**src/rtl/seq_nibble_comp_if.sv**
```systemverilog
// -----------------------------------------------------------------------------
// seq_nibble_comp_if
//   Request/result bundle for the sequential nibble magnitude comparator.
//   master : drives START/A/B/SGN, observes BUSY/DONE/L/E/G/CYCLES
//   slave  : the comparator itself
//   Signals:
//     START  request (accepted in IDLE or DONE)
//     A, B   operands, 4*NIBBLES bits
//     SGN    1 = two's complement operands, 0 = unsigned
//     BUSY   high while nibbles are being examined
//     DONE   one-cycle result-valid pulse
//     L/E/G  A<B / A==B / A>B
//     CYCLES nibbles examined for the last result
// -----------------------------------------------------------------------------
interface seq_nibble_comp_if #(
   parameter int NIBBLES = 4
) ();
   localparam int W = 4 * NIBBLES;

   logic         START;
   logic [W-1:0] A;
   logic [W-1:0] B;
   logic         SGN;
   logic         BUSY;
   logic         DONE;
   logic         L;
   logic         E;
   logic         G;
   logic [4:0]   CYCLES;

   modport master (
      output START, A, B, SGN,
      input  BUSY, DONE, L, E, G, CYCLES
   );

   modport slave (
      input  START, A, B, SGN,
      output BUSY, DONE, L, E, G, CYCLES
   );
endinterface

```
**src/rtl/seq_nibble_comp.sv**
```systemverilog
// -----------------------------------------------------------------------------
// seq_nibble_comp
//   Multi-cycle magnitude comparator. Walks the captured operands one nibble
//   per clock, MSB nibble first, holding the less/equal/greater cascade in a
//   register instead of a long combinational comparator chain.
//   Ports:
//     clk  rising-edge clock
//     rst  synchronous, active-high reset
//     bus  seq_nibble_comp_if.slave (START/A/B/SGN in, BUSY/DONE/L/E/G/CYCLES out)
//   Parameters:
//     NIBBLES    nibbles per operand (1..16)
//     EARLY_EXIT 1 = stop at first unequal nibble, 0 = fixed NIBBLES latency
// -----------------------------------------------------------------------------
module seq_nibble_comp #(
   parameter int NIBBLES    = 4,
   parameter bit EARLY_EXIT = 1'b1
) (
   input logic               clk,
   input logic               rst,
   seq_nibble_comp_if.slave  bus
);
   localparam int W = 4 * NIBBLES;

   typedef enum logic [1:0] {S_IDLE, S_RUN, S_DONE} state_t;
   typedef enum logic [1:0] {C_EQ, C_LT, C_GT} casc_t;

   state_t       state, state_nx;
   casc_t        casc, casc_nx;
   logic [W-1:0] a_q, b_q;
   logic         sgn_q;
   logic [3:0]   idx;
   logic [3:0]   nib_a, nib_b;
   logic         flip;
   logic         last;
   logic         accept;
   logic         l_q, e_q, g_q;
   logic [4:0]   cyc_q;

   // NOTE: every always_comb output gets a default first so no path leaves it
   // unassigned, which would otherwise infer a latch.
   always_comb begin
      accept  = 1'b0;
      flip    = 1'b0;
      nib_a   = '0;
      nib_b   = '0;
      casc_nx = casc;
      last    = 1'b0;

      accept = bus.START && (state != S_RUN);

      // Inverting the sign bit of the top nibble maps two's complement order
      // onto unsigned order, so the same unsigned nibble compare serves both.
      flip  = sgn_q && (idx == 4'(NIBBLES - 1));
      nib_a = 4'(a_q >> {idx, 2'b00}) ^ {flip, 3'b000};
      nib_b = 4'(b_q >> {idx, 2'b00}) ^ {flip, 3'b000};

      // A decision made on a more significant nibble is never overturned.
      if (casc == C_EQ) begin
         if (nib_a < nib_b)      casc_nx = C_LT;
         else if (nib_a > nib_b) casc_nx = C_GT;
      end

      last = (idx == 4'd0) || (EARLY_EXIT && (casc_nx != C_EQ));
   end

   // NOTE: sequential state uses non-blocking assignments so every register
   // samples the pre-edge values regardless of statement order.
   always_ff @(posedge clk) begin
      if (rst) state <= S_IDLE;
      else     state <= state_nx;
   end

   always_comb begin
      state_nx = state;
      case (state)
         S_IDLE:  if (bus.START) state_nx = S_RUN;
         S_RUN:   if (last)      state_nx = S_DONE;
         S_DONE:  state_nx = bus.START ? S_RUN : S_IDLE;
         default: state_nx = S_IDLE;
      endcase
   end

   // NOTE: operand, index and cascade registers carry no reset; they are
   // always loaded on an accepted START before anything reads them.
   always_ff @(posedge clk) begin
      if (accept) begin
         a_q   <= bus.A;
         b_q   <= bus.B;
         sgn_q <= bus.SGN;
         idx   <= 4'(NIBBLES - 1);
         casc  <= C_EQ;
      end else if (state == S_RUN) begin
         casc <= casc_nx;
         if (!last) idx <= idx - 4'd1;
      end
   end

   // Results clear on acceptance and hold after DONE until the next START.
   always_ff @(posedge clk) begin
      if (rst || accept) begin
         l_q   <= 1'b0;
         e_q   <= 1'b0;
         g_q   <= 1'b0;
         cyc_q <= '0;
      end else if ((state == S_RUN) && last) begin
         l_q   <= (casc_nx == C_LT);
         e_q   <= (casc_nx == C_EQ);
         g_q   <= (casc_nx == C_GT);
         cyc_q <= 5'(NIBBLES) - 5'(idx);
      end
   end

   assign bus.BUSY   = (state == S_RUN);
   assign bus.DONE   = (state == S_DONE);
   assign bus.L      = l_q;
   assign bus.E      = e_q;
   assign bus.G      = g_q;
   assign bus.CYCLES = cyc_q;
endmodule

```
**src/flat_wrapper.sv**
```systemverilog
// flat-port wrapper written by rule: the top's interface ports become plain ports
module seq_nibble_comp_flat 
#(
   parameter int NIBBLES    = 4,
   parameter bit EARLY_EXIT = 1'b1
)
  (clk, rst, bus_START, bus_A, bus_B, bus_SGN, bus_BUSY, bus_DONE, bus_L, bus_E, bus_G, bus_CYCLES);
  seq_nibble_comp_if #(.NIBBLES(NIBBLES)) bus_i ();
  input logic clk;
  input logic rst;
  input wire logic [$bits(bus_i.START)-1:0] bus_START;
  input wire logic [$bits(bus_i.A)-1:0] bus_A;
  input wire logic [$bits(bus_i.B)-1:0] bus_B;
  input wire logic [$bits(bus_i.SGN)-1:0] bus_SGN;
  output wire logic [$bits(bus_i.BUSY)-1:0] bus_BUSY;
  output wire logic [$bits(bus_i.DONE)-1:0] bus_DONE;
  output wire logic [$bits(bus_i.L)-1:0] bus_L;
  output wire logic [$bits(bus_i.E)-1:0] bus_E;
  output wire logic [$bits(bus_i.G)-1:0] bus_G;
  output wire logic [$bits(bus_i.CYCLES)-1:0] bus_CYCLES;
  assign bus_i.START = bus_START;
  assign bus_i.A = bus_A;
  assign bus_i.B = bus_B;
  assign bus_i.SGN = bus_SGN;
  assign bus_BUSY = bus_i.BUSY;
  assign bus_DONE = bus_i.DONE;
  assign bus_L = bus_i.L;
  assign bus_E = bus_i.E;
  assign bus_G = bus_i.G;
  assign bus_CYCLES = bus_i.CYCLES;
  seq_nibble_comp #(.NIBBLES(NIBBLES), .EARLY_EXIT(EARLY_EXIT)) u_core (.clk(clk), .rst(rst), .bus(bus_i));
endmodule
```
**config.mk**
```make
export PLATFORM = sky130hd
export DESIGN_NAME = seq_nibble_comp_flat
export DESIGN_NICKNAME = d
export VERILOG_FILES = /design/src/rtl/seq_nibble_comp_if.sv /design/src/rtl/seq_nibble_comp.sv /design/src/flat_wrapper.sv
export SDC_FILE = /design/constraint.sdc
export NUM_CORES = 1
export LEC_CHECK = 0
export CAP_MARGIN = 20
export CORE_MARGIN = 4
export CORE_UTILIZATION = 50
export DETAILED_ROUTE_END_ITERATION = 10
export PLACE_DENSITY_LB_ADDON = 0.08
export SLEW_MARGIN = 25
export SYNTH_ARGS = -nofsm -noshare
export SYNTH_HDL_FRONTEND = slang
export SYNTH_SLANG_ARGS = --single-unit
```
**constraint.sdc**
```tcl
create_clock -name clk -period 3.7 [get_ports clk]
set_clock_uncertainty 0.1 [all_clocks]
set_input_delay 0.37 -clock clk [delete_from_list [all_inputs] [get_ports clk]]
set_output_delay 0.37 -clock clk [all_outputs]
set_load 0.005 [all_outputs]
```
==> results.yml <==
run_status:
  status: "completed"
die:
  die_w_microns: 73.1
  rows: 23
  die_h_microns: 73.1
  coreArea_sq_um: 4060
  pin_count: 46
  start_util_pct: 52.2
  die_area_sq_um: 5350
finish:
  multi_input_area_sq_um: 741
  nFillCells: 283
  layoutNonFillerInstCount: 252
  area_growth_syn_to_layout_pct: 27.4
  n_antenna_cell: 0
  seqCellArea_sq_um: 1310
  nets: 243
  drive_gt1_share_pct: 14.9
yosys:
  yosys.area.top_type: "edfxtp_1"
  synthSimpleGateAreaFrac_pct: 11.0
  synth_top_family_by_area: "simple AND/OR/NAND/NOR gates"
  ys_ff_latch: 49
  syn-mean-instance-area_sq_um: 14.0
  synth-edff-count: 33
  ys_async_sr_fraction_pct: 0
  synth_xor_area_share_pct: 1.65
  ys.flop_type: "edfxtp_1"
  muxShareOfSynthArea_pct: 9.50
  netlist_area_sq_um: 2120
  synth.distinct_cells: 39
  synth_top_area_share_pct: 46.8
  synthTopCellsByArea: "edfxtp_1 (47%), dfxtp_1 (15%), mux4_2 (8.5%)"
  ys_seq_area_share_pct: 61.9
  synth_compound_area_share_pct: 9.21
  synthCells: 151
  syn_nets: 193
  yosys_warnings: 0
  synth_fa_ha_area_share_pct: 3.54
worst_setup_path:
  r2r_cells: 9
  max_stage_delay_ns: 0.53
  required_ns: 3.79
  crit_buf_inv: 1
  ff2ff_setup_slack_ns: 0.69
  end_kind: "register"
  reg2reg_to: "u_core.idx[0]"
  crit_family: "multiplexers"
  worstSetupStartpointType: "register"
  crit_type: "register to register"
  arrival_ns: 3.10
  r2r-start: "u_core.idx[0]"
  worstPathCellList: "buf_4 > mux4_2 > and2_1 > ha_1 > nand4_2 > a311oi_2 > and2_4 > nand3_4 > mux2_2"
  worstPathMaxFanout: 8
  cp_slowest_cell: "dfxtp_1"
grt:
  grt_first_pass_wirelength_mm: 5.89
  first_global_vias: 1318
  top_usage_layer: "met2"
  grt_use_met2_pct: 25.4
  antenna_found_initial: 0
  overflow: 0
  use_met3_pct: 3.99
  grt_use_total_pct: 14.7
  grt_max_degree: 34
  use_met1_pct: 17.1
hold_path:
  worstHoldStart: "u_core.bus.CYCLES[0]"
  hold_path.class: "register to register"
  whs_endpoint: "u_core.bus.CYCLES[0]"
  hold-path-cell-count: 2
clock_tree:
  cts_buffers: 5
  cts_tree: "yes"
  numClockSinks: 49
  cts_hold_buf: 0
  cts_root_buf: "clkbuf_8"
  cts_setup_buffers: 0
  htreeDepth: 2
  cts_resized: 0
  worstSkewPairLatency_ns: 0.29
  clkTransAtPathRegs_ns: 0.08
  cts_buffer_depth: 2
placed_design:
  port_buffers: 45
  dp_hpwl_mm: 2.64
  dp_cells: 244
  gp_congestion: 0.824
timing:
  slew_headroom_pct: 64.1
  setup_viol: 0
  fmax_mhz: 332
  final-hold-violation-count: 0
  timing.final.crit_period_ns: 3.01
  holdWs_ns: 0.353
  rsz0062_at_grt: "no"
  slew_viol_final: 0
  fin_setup_tns_ns: 0
  timing.final.crit_share_pct: 81.5
  worst_pin_slew_ns: 0.538
power:
  power_density_nw_per_um2: 402
  leakagePower_nw: 0.978
  irDropWorstVdd_mv: 0.305
drt:
  routed_via_density: 5.28
  drtIter0Drc: 149
  drt_wl_total_mm: 3.59
  vias: 1330
  dr.pass1.iters: 4
  wire_per_inst_microns: 14.2
  drc: 0
  ant_nets: 0
flow_run:
  maxCapViolCount: 0
==> metal layers <==
metal	wire length, microns	up-vias
met5	0	-
met4	57	0
met3	237	7
met2	1740	48
met1	1550	615
li1	-	660
==> cells in the mapped netlist, drive strengths merged, types with 3 or more instances <==
master and number:
dfxtp 16, o21ai 6, a21oi 4, a211oi 3, edfxtp 33, buf 5, inv 8, ha 6
nor3 3, nand3 3, nand2b 4, nand2 15, nor2 11, mux4 8, and2 4
==> tightest hold or removal path, stage by stage, from the launching register on <==
cell,delay [ns]
dfxtp_1,0.31
nand2_1,0.05
o21ai_1,0.05
==> flip-flops by register name (all words and copies together) (netlist names) <==
| name | count |
|---|---|
| u_core.sgn_q | 1 |
| u_core.state | 2 |
| u_core.bus.CYCLES | 5 |
| u_core.a_q | 16 |
| u_core.bus.E | 1 |
| u_core.bus.G | 1 |
| u_core.idx | 4 |
| u_core.b_q | 16 |
| u_core.bus.L | 1 |
| u_core.casc | 2 |
==> cells in the final DEF (no fill, tap or decap), drive strengths merged, types with 3 or more instances in the layout <==
master,instances
a211oi,3
a21oi,4
and2,4
buf,3
clkbuf,6
clkdlybuf4s50,45
dfxtp,16
edfxtp,33
ha,6
inv,8
mux4,8
nand2,15
nand2b,4
nand3,3
nor2,11
nor3,3
o21ai,6
==> how the worst max path moves through the flow <==
| stage | from | cells after the start | endpoint |
|---|---|---|---|
| CTS | u_core.idx[0] | 9 | u_core.idx[0] |
| detailed placement | u_core.idx[0] | 9 | u_core.idx[0] |
| floorplan | u_core.idx[0] | 9 | u_core.idx[0] |
| global placement | u_core.idx[0] | 9 | u_core.idx[0] |
| global route | u_core.idx[0] | 12 | u_core.bus.CYCLES[3] |
| finish | u_core.idx[0] | 9 | u_core.idx[0] |
==> metrics by stage <==
| stage | utilization [%] | total power, mW | worst slack, ns | instance area [sq um] |
|---|---|---|---|---|
| after CTS | 66.5 | 1.11 | 0.629 | 2700 |
| after detailed placement | 64.5 | 0.809 | 0.654 | 2620 |
| after global placement | 64.5 | 0.803 | 0.694 | 2620 |
| after floorplan | - | 0.739 | 0.871 | 2120 |
| after global routing | 66.5 | 1.14 | 0.473 | 2700 |
| final | 66.5 | 1.09 | 0.686 | 2700 |
==> power by group <==
| group | switching [mW] | leakage (nW) | internal (mW) |
|---|---|---|---|
| registers | 0.0141 | 0.448 | 0.622 |
| logic | 0.0714 | 0.488 | 0.0887 |
| clock network | 0.160 | 0.0411 | 0.130 |
| total | 0.246 | 0.978 | 0.841 |
==> final cells by class <==
cell class,count,share of cell area [%]
clock inverter,2,0.371
multi-input combinational,89,27.4
inverter,8,1.11
timing repair buffer,48,17.5
tap,50,2.32
clock buffer,6,2.69
sequential,49,48.6
==> cell families (layout without fill, tap and decap cells) <==
group                    count (synthesis)  count (layout)
multiplexers                            10              10
AO/OA/AOI/OAI                           25              25
adder cells (fa/ha/maj)                  6               6
AND/OR/NAND/NOR                         44              44
buffers and inverters                   13              64
XOR/XNOR                                 4               4
flip-flops                              49              49
Power figures use the tool's default switching activity.
